$ cat config.mk
export PLATFORM = sky130hd
export DESIGN_NAME = sdram_frame_arbiter
export DESIGN_NICKNAME = d
export VERILOG_FILES = /design/src/rtl/sdram_frame_arbiter.sv
export SDC_FILE = /design/constraint.sdc
export NUM_CORES = 1
export LEC_CHECK = 0
export CORE_UTILIZATION = 40
export CTS_CLUSTER_SIZE = 30
export DETAILED_ROUTE_END_ITERATION = 8
export PLACE_DENSITY = 0.63
export SYNTH_ARGS = -nofsm -noshare
export SYNTH_HDL_FRONTEND = slang
export SYNTH_SLANG_ARGS = --single-unit
export TNS_END_PERCENT = 30
$ cat constraint.sdc
create_clock -name sys_clk -period 7.6 [get_ports sys_clk]
set_input_delay 1.52 -clock sys_clk [delete_from_list [all_inputs] [get_ports sys_clk]]
set_output_delay 1.52 -clock sys_clk [all_outputs]
set_load 0.005 [all_outputs]
$ cat src/rtl/sdram_frame_arbiter.sv
// Arbitrates SDRAM write/read bursts for a multi-buffer frame store and tracks which buffer each side owns.
// Latency: a request asserts two clocks after its grant condition; addresses and pulses are registered (1 clock).
// Backpressure: bursts are granted only when FIFO levels allow; a pending read wins after STARVE_MAX write grants.

module sdram_frame_arbiter #(
  parameter int            AW         = 21,
  parameter int            LW         = 10,
  parameter int            BUF_NUM    = 3,
  parameter logic [AW-1:0] BUF_SIZE   = 21'd307200,
  parameter logic [AW-1:0] BASE_ADDR  = '0,
  parameter int            STARVE_MAX = 4
) (
  input  logic          sys_clk,
  input  logic          sys_rst,
  input  logic          init_end,
  input  logic          read_valid,
  input  logic [LW-1:0] wr_fifo_num,
  input  logic [LW-1:0] rd_fifo_num,
  input  logic [LW-1:0] wr_burst_len,
  input  logic [LW-1:0] rd_burst_len,
  input  logic [AW-1:0] frame_words,
  input  logic          sdram_wr_ack,
  input  logic          sdram_rd_ack,
  output logic          sdram_wr_req,
  output logic          sdram_rd_req,
  output logic [AW-1:0] sdram_wr_addr,
  output logic [AW-1:0] sdram_rd_addr,
  output logic [1:0]    wr_buf_idx,
  output logic [1:0]    rd_buf_idx,
  output logic          frame_valid,
  output logic          wr_frame_end,
  output logic          rd_frame_end,
  output logic          wr_frame_drop
);

  localparam int SW = $clog2(STARVE_MAX + 2);

  typedef enum logic [1:0] {ST_IDLE, ST_WR, ST_RD} state_t;

  state_t        state_q, state_d;
  logic [SW-1:0] starve_q, starve_d;
  logic          wr_req_q, wr_req_d, rd_req_q, rd_req_d;
  logic          wr_ack_q, wr_ack_d, rd_ack_q, rd_ack_d;
  logic          wr_mask_q, wr_mask_d, rd_mask_q, rd_mask_d;
  logic [AW-1:0] wr_off_q, wr_off_d, rd_off_q, rd_off_d;
  logic [AW-1:0] wr_addr_q, wr_addr_d, rd_addr_q, rd_addr_d;
  logic [1:0]    wr_buf_idx_q, wr_buf_idx_d, rd_buf_idx_q, rd_buf_idx_d;
  logic [1:0]    last_done_q, last_done_d, wr_nxt;
  logic          new_frame_q, new_frame_d, frame_valid_q, frame_valid_d;
  logic          wr_frame_end_q, wr_frame_end_d, rd_frame_end_q, rd_frame_end_d;
  logic          wr_frame_drop_q, wr_frame_drop_d;
  logic          wr_fall, rd_fall, wr_last, rd_last, wr_end_ev, rd_end_ev;
  logic          wr_cond, rd_cond;
  logic [AW-1:0] wr_len_ext, rd_len_ext;

  assign wr_len_ext = AW'(wr_burst_len);
  assign rd_len_ext = AW'(rd_burst_len);
  assign wr_fall    = wr_ack_q & ~sdram_wr_ack;
  assign rd_fall    = rd_ack_q & ~sdram_rd_ack;
  assign wr_last    = !(wr_off_q < (frame_words - wr_len_ext));
  assign rd_last    = !(rd_off_q < (frame_words - rd_len_ext));
  assign wr_end_ev  = wr_fall & wr_last;
  assign rd_end_ev  = rd_fall & rd_last;
  assign wr_cond    = (wr_fifo_num >= wr_burst_len);
  assign rd_cond    = read_valid & frame_valid_q & (rd_fifo_num < rd_burst_len);

  // Ack delay line; the mask hides the tail of a burst that was aborted by reset until its ack goes low.
  always_comb begin
    wr_ack_d  = sdram_wr_ack & ~wr_mask_q;
    rd_ack_d  = sdram_rd_ack & ~rd_mask_q;
    wr_mask_d = wr_mask_q & sdram_wr_ack;
    rd_mask_d = rd_mask_q & sdram_rd_ack;
  end

  // Arbiter next state, starvation counter and registered request levels.
  always_comb begin
    state_d  = state_q;
    starve_d = starve_q;
    wr_req_d = 1'b0;
    rd_req_d = 1'b0;
    case (state_q)
      ST_IDLE: begin
        if (init_end) begin
          if (rd_cond && (starve_q == SW'(STARVE_MAX))) begin
            state_d  = ST_RD;
            starve_d = '0;
          end else if (wr_cond) begin
            state_d = ST_WR;
            if (rd_cond) starve_d = starve_q + SW'(1);
          end else if (rd_cond) begin
            state_d  = ST_RD;
            starve_d = '0;
          end
        end
      end
      ST_WR: begin
        wr_req_d = ~sdram_wr_ack & ~wr_ack_q;
        if (wr_fall) state_d = ST_IDLE;
      end
      ST_RD: begin
        rd_req_d = ~sdram_rd_ack & ~rd_ack_q;
        if (rd_fall) state_d = ST_IDLE;
      end
      default: state_d = ST_IDLE;
    endcase
  end

  // Burst offsets and buffer ownership; the reader is resolved first so the writer checks the new reader index.
  always_comb begin
    wr_off_d        = wr_off_q;
    rd_off_d        = rd_off_q;
    wr_buf_idx_d    = wr_buf_idx_q;
    rd_buf_idx_d    = rd_buf_idx_q;
    last_done_d     = last_done_q;
    new_frame_d     = new_frame_q;
    frame_valid_d   = frame_valid_q;
    wr_frame_end_d  = wr_end_ev;
    rd_frame_end_d  = rd_end_ev;
    wr_frame_drop_d = 1'b0;
    wr_nxt          = (wr_buf_idx_q == 2'(BUF_NUM - 1)) ? 2'd0 : wr_buf_idx_q + 2'd1;
    if (wr_fall) wr_off_d = wr_last ? '0 : wr_off_q + wr_len_ext;
    if (rd_fall) rd_off_d = rd_last ? '0 : rd_off_q + rd_len_ext;
    if (wr_end_ev) last_done_d = wr_buf_idx_q;
    if (wr_end_ev && !frame_valid_q) begin
      rd_buf_idx_d  = wr_buf_idx_q;
      frame_valid_d = 1'b1;
    end else if (wr_end_ev && rd_end_ev) begin
      rd_buf_idx_d = wr_buf_idx_q;
      new_frame_d  = 1'b0;
    end else if (wr_end_ev) begin
      new_frame_d = 1'b1;
    end else if (rd_end_ev && new_frame_q) begin
      rd_buf_idx_d = last_done_q;
      new_frame_d  = 1'b0;
    end
    if (wr_end_ev) begin
      if (wr_nxt == rd_buf_idx_d) wr_frame_drop_d = 1'b1;
      else                        wr_buf_idx_d    = wr_nxt;
    end
  end

  // Burst start addresses follow the updated buffer index and offset.
  always_comb begin
    wr_addr_d = BASE_ADDR + (AW'(wr_buf_idx_d) * BUF_SIZE) + wr_off_d;
    rd_addr_d = BASE_ADDR + (AW'(rd_buf_idx_d) * BUF_SIZE) + rd_off_d;
  end

  // State register with synchronous reset.
  always_ff @(posedge sys_clk) begin
    if (sys_rst) begin
      state_q         <= ST_IDLE;
      starve_q        <= '0;
      wr_req_q        <= 1'b0;
      rd_req_q        <= 1'b0;
      wr_ack_q        <= 1'b0;
      rd_ack_q        <= 1'b0;
      wr_mask_q       <= 1'b1;
      rd_mask_q       <= 1'b1;
      wr_off_q        <= '0;
      rd_off_q        <= '0;
      wr_addr_q       <= BASE_ADDR;
      rd_addr_q       <= BASE_ADDR + (AW'(BUF_NUM - 1) * BUF_SIZE);
      wr_buf_idx_q    <= 2'd0;
      rd_buf_idx_q    <= 2'(BUF_NUM - 1);
      last_done_q     <= 2'd0;
      new_frame_q     <= 1'b0;
      frame_valid_q   <= 1'b0;
      wr_frame_end_q  <= 1'b0;
      rd_frame_end_q  <= 1'b0;
      wr_frame_drop_q <= 1'b0;
    end else begin
      state_q         <= state_d;
      starve_q        <= starve_d;
      wr_req_q        <= wr_req_d;
      rd_req_q        <= rd_req_d;
      wr_ack_q        <= wr_ack_d;
      rd_ack_q        <= rd_ack_d;
      wr_mask_q       <= wr_mask_d;
      rd_mask_q       <= rd_mask_d;
      wr_off_q        <= wr_off_d;
      rd_off_q        <= rd_off_d;
      wr_addr_q       <= wr_addr_d;
      rd_addr_q       <= rd_addr_d;
      wr_buf_idx_q    <= wr_buf_idx_d;
      rd_buf_idx_q    <= rd_buf_idx_d;
      last_done_q     <= last_done_d;
      new_frame_q     <= new_frame_d;
      frame_valid_q   <= frame_valid_d;
      wr_frame_end_q  <= wr_frame_end_d;
      rd_frame_end_q  <= rd_frame_end_d;
      wr_frame_drop_q <= wr_frame_drop_d;
    end
  end

  // Requests are held off combinationally while the SDRAM is still initialising.
  assign sdram_wr_req  = wr_req_q & init_end;
  assign sdram_rd_req  = rd_req_q & init_end;
  assign sdram_wr_addr = wr_addr_q;
  assign sdram_rd_addr = rd_addr_q;
  assign wr_buf_idx    = wr_buf_idx_q;
  assign rd_buf_idx    = rd_buf_idx_q;
  assign frame_valid   = frame_valid_q;
  assign wr_frame_end  = wr_frame_end_q;
  assign rd_frame_end  = rd_frame_end_q;
  assign wr_frame_drop = wr_frame_drop_q;

endmodule

---- Word-level counts from Yosys, hierarchy flattened ----
Index checks and enable logic that the tools add are counted.
operators by class
  bitwise operators ....................... 24
  add/sub/neg operators ................... 8
  equal/unequal tests ..................... 9
  order comparisons ....................... 4
  muxes and demuxes ....................... 26
  reductions and logical operators ........ 16
  multipliers ............................. 2
operators by type and width
  operator             number
  $mux 21              4
  $add 21x10->21       2
  $add 21x21->21       2
  $lt 21x21->1         2
  $sub 21x10->21       2
  $mux 2               13
  $mul 2x7->9 const B  2
  $and 1x1->1          14
  $mux 3               4
  $ge 10x10->1         1
  $lt 10x10->1         1
  $not 1->1            10
  $ne 2x2->1 const B   3
  $pmux 2 s3           1
  $reduce_or 2->1      3
  $eq 2x2->1 const B   2
  $logic_and 1x1->1    4
  $mux 1               4
  $ne 4x4->1 const B   1
  $reduce_and 4->1     1
  $add 3x1->3 const B  1
  $eq 3x3->1 const B   1
  $logic_not 1->1      3
  $reduce_and 3->1     1
  7 further kinds      7
word-level totals
  flip-flop bits (word level) ............. 106
  bits of input ports ..................... 67
  word-level logic and storage cells ...... 109
  output and inout port bits .............. 52

---- Longest topological paths before layout ----
Gate-level depths: netlist of the first run.
  depth in word-level cells ............... 14
  mapped depth ............................ 33
  gate-level depth less buffers ........... 32

---- Worst setup path after synthesis of the first run ----
No wires, ideal clock.
  path kind ............................... input -> register
  start point ............................. input frame_words[0]
  end point ............................... register rd_addr_q[20] (netlist: sdram_rd_addr[20])
  slack ................................... 561 ps
  buffers on the path ..................... 0
  data required time ...................... 7522 ps
  stages on the path ...................... 31
  arrival time ............................ 6961 ps
  setup time .............................. 78 ps
  path through ............................ inv_1 ha_1 inv_1 fa_1 a21o_1 a21oi_1 o21bai_1 a21oi_1 o211a_1 nor2_1 nor2_1 xnor2_1 ha_1 a21oi_1 o21ai_0 a221oi_1 o211ai_2 a211oi_1 mux2_2 mux2i_4 inv_1 ha_1 fa_1 a21oi_1 nor2_1 nor2_1 o21bai_1 a21oi_1 o21ai_0 and3_1 nor3_1
between the ends
  word-level cells in the longest chain between the ends .. 11
ends and longest elaborated chain
  item                    line  RTL
  start: declaration      21    input logic [AW-1:0] frame_words,
  $sub 21x10->21          61    assign rd_last = !(rd_off_q < (frame_words - rd_len_ext));
  $lt 21x21->1            61
  $logic_not 1->1         61
  $and 1x1->1             63    assign rd_end_ev = rd_fall & rd_last;
  $logic_and 1x1->1       132   end else if (rd_end_ev && new_frame_q) begin
  $mux 2                  132
  $mux 2                  130   end else if (wr_end_ev) begin
  $mux 2                  127   end else if (wr_end_ev && rd_end_ev) begin
  $mux 2 *                124   if (wr_end_ev && !frame_valid_q) begin
  net rd_buf_idx_d[1]     47    logic [1:0] wr_buf_idx_q, wr_buf_idx_d, rd_buf_idx_q, rd_buf_idx_d;
  $mul 2x7->9 *           145   rd_addr_d = BASE_ADDR + (AW'(rd_buf_idx_d) * BUF_SIZE) + rd_off_d;
  $add 21x21->21 *        145
  end signal: assignment  162   rd_addr_q <= BASE_ADDR + (AW'(BUF_NUM - 1) * BUF_SIZE);
  end signal: assignment  183   rd_addr_q <= rd_addr_d;
  end: declaration        46    logic [AW-1:0] wr_addr_q, wr_addr_d, rd_addr_q, rd_addr_d;
The timed path passes the listed nets; every way through them passes the cells marked *.
A chain may end at the register's enable or synchronous reset.

---- Worst setup path after layout of the first run ----
  start point ............................. input wr_burst_len[0]
  end point ............................... register rd_addr_q[20] (netlist: sdram_rd_addr[20])
between the ends
  word-level cells in the longest chain between the ends .. 9
ends and longest elaborated chain
  item                                         line      RTL
  start: declaration                           19        input logic [LW-1:0] wr_burst_len,
  $sub 21x10->21 *                             60        assign wr_last = !(wr_off_q < (frame_words - wr_len_ext));
  $lt 21x21->1 *                               60
  $logic_not 1->1 *                            60
  $and 1x1->1 *                                62        assign wr_end_ev = wr_fall & wr_last;
  $mux 2 or $logic_and 1x1->1 (tied branches)  130, 127
  $mux 2                                       127
  $mux 2 *                                     124
  net rd_buf_idx_d[1]                          47
  $mul 2x7->9 *                                145
  $add 21x21->21 *                             145
Marks and branches as above.

==> results.cfg, run 1 <==
[run_status]
status = finished, violations left
violations = design-rule violations

[power]
leakage_uw = 0.004222
powerDensity_mw_per_mm2 = 117.1
vdd_drop_max_mv = 0.1104

[setup_path]
required_ps = 7870
ff2ff_path_depth = 20
cp-end-kind = flip-flop
r2r_slack_ps = 3130
cp.arrival_ps = 7480
regToRegStartpoint = rd_off_q[0]
r2r-end = sdram_rd_addr[20]
critPathMaxStageDelay_ps = 510
cp_max_fo = 4
slowest_stage = clkdlybuf4s50_1
criticalPathCategory = in -> reg
start_kind = input port

[timing]
rsz0062_at_grt = yes
relSlewSlack = 0.2276
setup_violations = 0
period_needed_ps = 7201
hold_viol = 0
finClkSkew_ps = 6.270
slew_violations = 0
tightest_slew_ps = 1156
post-route-period-util = 0.9475
fmax_ghz = 0.1389

[final_layout]
fin_nets = 1282
multiInputGateArea_sq_mm = 0.005524
drive_above_1_share = 0.1165
ff_latch_area_sq_mm = 0.001642
fin_area_sq_mm = 0.009666
fillers = 1744
final_common_cell = ha_1
layout.cells.most_common_list = ha_1, clkdlybuf4s50_1, nor2_1
stdcell_count = 1321
synthToLayoutAreaGrowth_pct = 28.77

[grt]
antenna_found_initial = 2
grt_max_degree = 70
gr-usage-all-layers = 0.2129
overflow = 0
grt_pass1_wl_mm = 33.16
grt_pass1_vias = 6646

[drt]
drt-wirelength-per-cell_um = 15.10
route.detailed.drc = 3
drt-pass1-iter-count = 8
vias = 6956
drt.antenna.violating_nets = 0
vias_per_cell = 5.266
drt_iter0_drc = 307
wirelength_mm = 19.94

[logic_synthesis]
ys_seq_elements = 82
synthArstFlopShare = 0
syn_area_sq_mm = 0.007506
synth_top_flop_cell = dfxtp_1
synth_edf_count = 0
synth_nets = 1129
ys_seq_area_frac = 0.2187
yosysUniqueCellTypes = 66
ys_warn_count = 0
synthCells = 933
avgSynthCellArea_sq_um = 8.045

[floorplanning]
core_sq_mm = 0.01815
dieWidth_um = 139.0
initial_core_util = 0.4136
ios = 119
fp.dieH_um = 139.0
rows = 49
dieArea_sq_mm = 0.01932

[worst_hold_path]
hold_path_class = reg -> reg
hp-start = wr_mask_q
min_to = wr_ack_q
hold_depth = 1

[job]
maxCapViolCount = 0

[clock_tree]
cts-root-buf = clkbuf_16
insertion_delay_ps = 350
h-tree-depth = 3
clock_path_buffers = 2
cts_buffers = 9
cts_tree = yes
path_clk_slew_ps = 60
cts.sinks = 82
holdBufCountCts = 0

[place]
gp_congestion = 0.8553
post-dp-hpwl_mm = 16.02
place_area_sq_mm = 0.009213
io_buffers = 118
dp_cells = 1301
[worst max-delay path, delay by kind of cell]
kind                       cells  cell delay, ps
muxes                          2             550
xor gates and xnor gates       1             150
and+or+nand+nor                4             500
buffers and inverters          5             900
AOI/OAI and AO/OA             15            2460
adders and majority gates      5            1380
[logic make-up after synthesis]
group / after synthesis / synth area share
AOI/OAI and AO/OA: 212 / 0.1869
adders and majority gates: 129 / 0.2210
buffers and inverters: 103 / 0.06401
muxes: 3 / 0.005834
and+or+nand+nor: 322 / 0.2079
xor gates and xnor gates: 82 / 0.09568
DFF: 82 / 0.2187
[layer usage]
layer	wire (um)	up-vias	GRT usage
met5	0	-	0
met4	442	0	0.07719
met3	619	24	0.02866
met2	9709	120	0.3655
met1	9170	3192	0.2716
li1	-	3620	-
[report_power, final]
| part | leakage [uW] | switching [uW] | total [uW] | internal, uW |
|---|---|---|---|---|
| logic | 0.00342 | 131 | 259 | 128 |
| clock network | 0.000138 | 182 | 435 | 252 |
| registers | 0.000662 | 4.52 | 438 | 433 |
[registers in the layout, summed over array words and instances, names as in the netlist, 2 cells and up]
signal and flops:
starve_q 3, rd_off_q 21, sdram_wr_addr 9, sdram_rd_addr 9
wr_off_q 21, rd_buf_idx 2, last_done_q 2, wr_buf_idx 2
state_q 2
[synthesized netlist by cell type (all sizes together), types with 6 or more instances]
cell / number / area (sq um)
nor2: 95 / 356.6
a211oi: 7 / 52.55
and3: 9 / 56.30
o21bai: 11 / 82.58
fa: 6 / 120.1
dfxtp: 82 / 1642
nor4: 12 / 87.58
a21o: 15 / 112.6
xnor2: 44 / 385.4
o21ai: 36 / 183.9
nand2b: 16 / 100.1
ha: 123 / 1539
or3: 7 / 43.79
nor3: 25 / 125.1
inv: 55 / 206.5
buf: 29 / 202.7
nand3: 34 / 170.2
xor2: 38 / 332.8
nand2: 71 / 266.5
a21oi: 80 / 400.4
or2: 7 / 43.79
nand4: 9 / 56.30
clkbuf: 19 / 71.32
nor2b: 14 / 87.58
and2: 10 / 62.56
o2111ai: 10 / 87.58
o21a: 6 / 45.04
[repair_timing]
action                                  4_1_cts  5_1_grt
pin swaps                                     0       14
gates resized for setup                       1       35
endpoints found under the setup margin        1        9
endpoints found under the hold margin         0        0
setup buffers                                 0        3
[worst max path at each step]
stage	startpoint	to	slack [ps]	cells after the start
after detailed placement	rd_burst_len[2]	sdram_wr_addr[19]	-330	31
after CTS	rd_burst_len[2]	sdram_wr_addr[19]	9	31
after floorplan	frame_words[0]	sdram_rd_addr[20]	560	31
after global routing	frame_words[0]	sdram_wr_addr[19]	-60	34
after global placement	wr_burst_len[0]	sdram_rd_addr[20]	-230	31
final	wr_burst_len[0]	sdram_rd_addr[20]	400	32
[metrics by stage]
stage | util | TNS (ps) | power [uW] | hold WS (ps) | setup slack [ps]
4_1_cts | 0.5236 | 0 | 1143 | 423.4 | 9.481
3_3_place_gp | 0.5077 | -1063 | 697.1 | 402.4 | -231.5
2_1_floorplan | - | 0 | 600.1 | 398.3 | 561.1
6_report | 0.5326 | 0 | 1132 | 426.1 | 399.3
5_1_grt | 0.5326 | -147.8 | 1196 | 439.8 | -61.88
3_5_place_dp | 0.5077 | -1963 | 701.5 | 414.4 | -331.1
[layout make-up]
cell class	count	area share
Clock inverter	5	0.005825
Tap cell	229	0.02964
Inverter	55	0.02136
Multi-Input combinational cell	748	0.5715
Clock buffer	10	0.02369
Timing Repair Buffer	190	0.1776
Sequential cell	82	0.1698
Antenna cell	2	0.0005178
No activity file was read; power rests on OpenSTA's default activity.
==> run 2: changes to the inputs <==
RECOVER_POWER = 25   (was default)
SKIP_LAST_GASP = 1   (was default)
==> results.cfg, run 2 (synthesis results as in run 1) <==
[final_layout]
fillers = 1744
top_regs = rd_off_q: 21 flops, wr_off_q: 21 flops
final_common_cell = ha_1
fin_area_sq_mm = 0.009666
synthToLayoutAreaGrowth_pct = 28.77
fin_nets = 1282
drive_above_1_share = 0.1165
layout.cells.most_common_list = ha_1, nor2_1, clkdlybuf4s50_1

[timing]
tightest_slew_ps = 1128
relSlewSlack = 0.2462
setup_violations = 0
fmax_ghz = 0.1389
period_needed_ps = 7200
post-route-period-util = 0.9474
finClkSkew_ps = 6.106
slew_violations = 0
whs_ps = 425.9
rsz0062_at_grt = yes
hold_viol = 0

[grt]
antenna_found_initial = 2
overflow = 0
grt_max_degree = 70
grt_pass1_vias = 6646
grt_pass1_wl_mm = 33.16
gr-usage-all-layers = 0.2129

[clock_tree]
insertion_delay_ps = 350
cts_tree = yes
h-tree-depth = 3
path_clk_slew_ps = 60
cts_buffers = 9
cts-root-buf = clkbuf_16
clock_path_buffers = 2
cts.sinks = 82

[place]
post-dp-hpwl_mm = 16.02
io_buffers = 118
place_area_sq_mm = 0.009213
gp_congestion = 0.8553

[power]
p_seq_frac = 0.387
powerDensity_mw_per_mm2 = 117.0
power.internal_uw = 813.7
clkPwrFrac = 0.384
leakage_uw = 0.004288
vdd_drop_max_mv = 0.1103
netSwitchingFraction = 0.2807
p_switching_uw = 317.6
p_comb_frac = 0.229

[setup_path]
criticalPathCategory = in -> reg
r2r_slack_ps = 3140
slowest_stage = clkdlybuf4s50_1
required_ps = 7870
critPathMaxStageDelay_ps = 510
start_kind = input port
cp_max_fo = 4
cp-end-kind = flip-flop
cp_top_family = compound AO/OA/AOI/OAI gates
cp.arrival_ps = 7470
cp_num_buf_inv = 5

[drt]
drt.antenna.violating_nets = 0
vias_per_cell = 5.249
route.detailed.drc = 3
drt-pass1-iter-count = 9
drt_iter0_drc = 297
drt-wirelength-per-cell_um = 15.08
wirelength_mm = 19.93
vias = 6934

[floorplanning]
core_sq_mm = 0.01815
dieArea_sq_mm = 0.01932
fp.dieH_um = 139.0
dieWidth_um = 139.0
initial_core_util = 0.4136
ios = 119
rows = 49

[job]
maxCapViolCount = 0

[run_status]
violations = design-rule violations
status = finished, violations left

[worst_hold_path]
hold_path_class = reg -> reg
run 2: cell count changes in the layout (fill, tap and decap cells not counted), sizes merged:
cell,previous run,this run
clkdlybuf4s50,117,91
dlygate4sd3,0,26
run 2: metrics by stage:
stage / std cells / utilization / setup WS [ps] / setup TNS [ps] / power, uW
after detailed placement: 1301 / 0.5077 / -331.1 / -1963 / 701.5
after floorplan: 933 / - / 561.1 / 0 / 600.1
final: 1321 / 0.5326 / 399.9 / 0 / 1131
after global placement: 1301 / 0.5077 / -231.5 / -1063 / 697.1
after CTS: 1316 / 0.5236 / 9.481 / 0 / 1143
after global routing: 1321 / 0.5326 / -79.53 / -165.4 / 1195
run 2: layout make-up:
| type | count | area [sq um] | share of cell area |
|---|---|---|---|
| clock buffers | 10 | 229.0 | 0.02369 |
| repair buffers | 190 | 1717 | 0.1776 |
| flip-flops and latches | 82 | 1642 | 0.1698 |
| diodes | 2 | 5.005 | 0.0005178 |
| multi-input cells | 748 | 5524 | 0.5715 |
| clock inverters | 5 | 56.30 | 0.005825 |
| well taps | 229 | 286.5 | 0.02964 |
| inverters | 55 | 206.4 | 0.02136 |
run 2: metal layers:
metal	GRT usage	routed length (um)	vias up
met1	0.2716	9225	3191
li1	-	-	3616
met3	0.02866	604	24
met4	0.07719	436	0
met5	0	0	-
met2	0.3655	9658	103
run 2: power by group through the flow:
stage	Sequential, uW	Clock, uW	Combinational (uW)
3_3_place_gp	447	0	250
2_1_floorplan	446	0	154
5_1_grt	438	465	292
3_5_place_dp	448	0	254
4_1_cts	438	450	256
6_report	438	434	259
run 2: worst paths after layout:
check,from,endpoint,cells after the start
setup / recovery,wr_burst_len[0],sdram_rd_addr[20],32
hold reg to reg,wr_mask_q,wr_ack_q,1
hold / removal,wr_mask_q,wr_ack_q,1
setup reg to reg,rd_off_q[0],sdram_rd_addr[20],20
run 2: repair_timing:
action                     CTS  global route
hold buffers                 0             0
setup endpoints to repair    1             9
pin swaps                    0            13
gates resized for setup      1            35
buffers inserted             0             3
==> edit: new RTL, settings of run 2 <==
Change the parameter `STARVE_MAX` from 4 to 8.
--- a/src/rtl/sdram_frame_arbiter.sv
+++ b/src/rtl/sdram_frame_arbiter.sv
@@ -10,3 +10,3 @@
   parameter logic [AW-1:0] BASE_ADDR  = '0,
-  parameter int            STARVE_MAX = 4
+  parameter int            STARVE_MAX = 8
 ) (
Function: no difference found for any inputs over 4 cycles, from zero or initial values and one cycle with sys_rst high; that may be too few to reach the edited logic, so the function may still have changed.
==> edit against run 2 <==
Critical path depth rose by 2; combinational power rose by 7.7%; total power grew 5.3%; synthesized area is 1.7% higher; fmax decreased by 3.8%; first-iteration DRC count increased by 5.1%; worst hold slack barely moved; setup slack got worse by 0.28 ns; global-route usage up 1.0 points; routed wire length rose by 9.4%; cell area up 9.1%; sequential cell count grew 1.
==> edit: results <==
group,metric,value,unit
run_status,outcome,"finished, final reports clean",
placement,dp_hpwl,17.0,mm
synth,synth.distinct_cells,70,
drt,drt_iter0_drc,312,
synth,synth_compound_area_share,19.6,%
finish,clock_area_share,2.88,%
finish,multi_input_area_share,54.2,%
synth,synth_xor_xnor_area_share,7.57,%
finish,nNonClkInverters,78,
sta,final.setup.worst_slack,0.118,ns
synth,synth-seq-cells,83,
finish,sh_seq_area,15.8,%
grt,antenna_found_initial,1,
finish,buffer_area_share,21.5,%
synth,yosys-top-cells-area,"dfxtp_1 (22%), ha_1 (20%), nor2_1 (4.3%)",
finish,multi_input_cells,752,
grt,grt_pass1_wl,34.7,mm
grt,grt_max_degree,64,
synth,yosys-top-cells-count,"ha_1 (121), nor2_1 (88), dfxtp_1 (83), inv_1 (78), a21oi_1 (64)",
critical_path,startpoint,"wr_burst_len[1]",
critical_path,endpoint,"sdram_wr_addr[17]",
synth,synthesis.nets,1154,
critical_path,cp.arrival,7.72,ns
worst_hold_path,min_from,"rd_mask_q",
finish,nFillCells,1700,
synth,yosysSeqAreaShare,21.8,%
synth,synth_fa_ha_area_share,21.4,%
power,p_leak,4.85,nW
critical_path,reg2reg_slack,2.86,ns
finish,drive_gt1_share,20.6,%
placement,placed_area,9710,um2
sta,fin_skew,0.00969,ns
edit: changes by cell type after synthesis, moves of 8 or more:
cell,change
xnor2_1,-12
a22oi_1,+14
inv_1,+23
a21oi_1,-16
nand2_1,-8
o21ai_0,+17
edit: repair_timing:
item / CTS / global route
gates resized for setup: 47 / 75
hold endpoints to repair: 0 / 0
pin swaps: 35 / 61
setup buffers: 18 / 13
endpoints found under the setup margin: 13 / 11
edit: metal layers:
layer,track usage (%),share of wire (%),vias up,wire length (um)
met4,6.77,1.6,0,352
met5,0,0,-,0
li1,-,-,3836,-
met2,39.1,49,136,10600
met3,2.53,2.9,22,635
met1,28.6,47,3412,10200
edit: power by group through the flow:
stage / clock network, mW / logic (mW) / registers, mW
floorplan: 0 / 0.143 / 0.451
global placement: 0 / 0.254 / 0.453
detailed placement: 0 / 0.258 / 0.453
CTS: 0.480 / 0.265 / 0.443
global route: 0.498 / 0.313 / 0.444
finish: 0.470 / 0.279 / 0.443
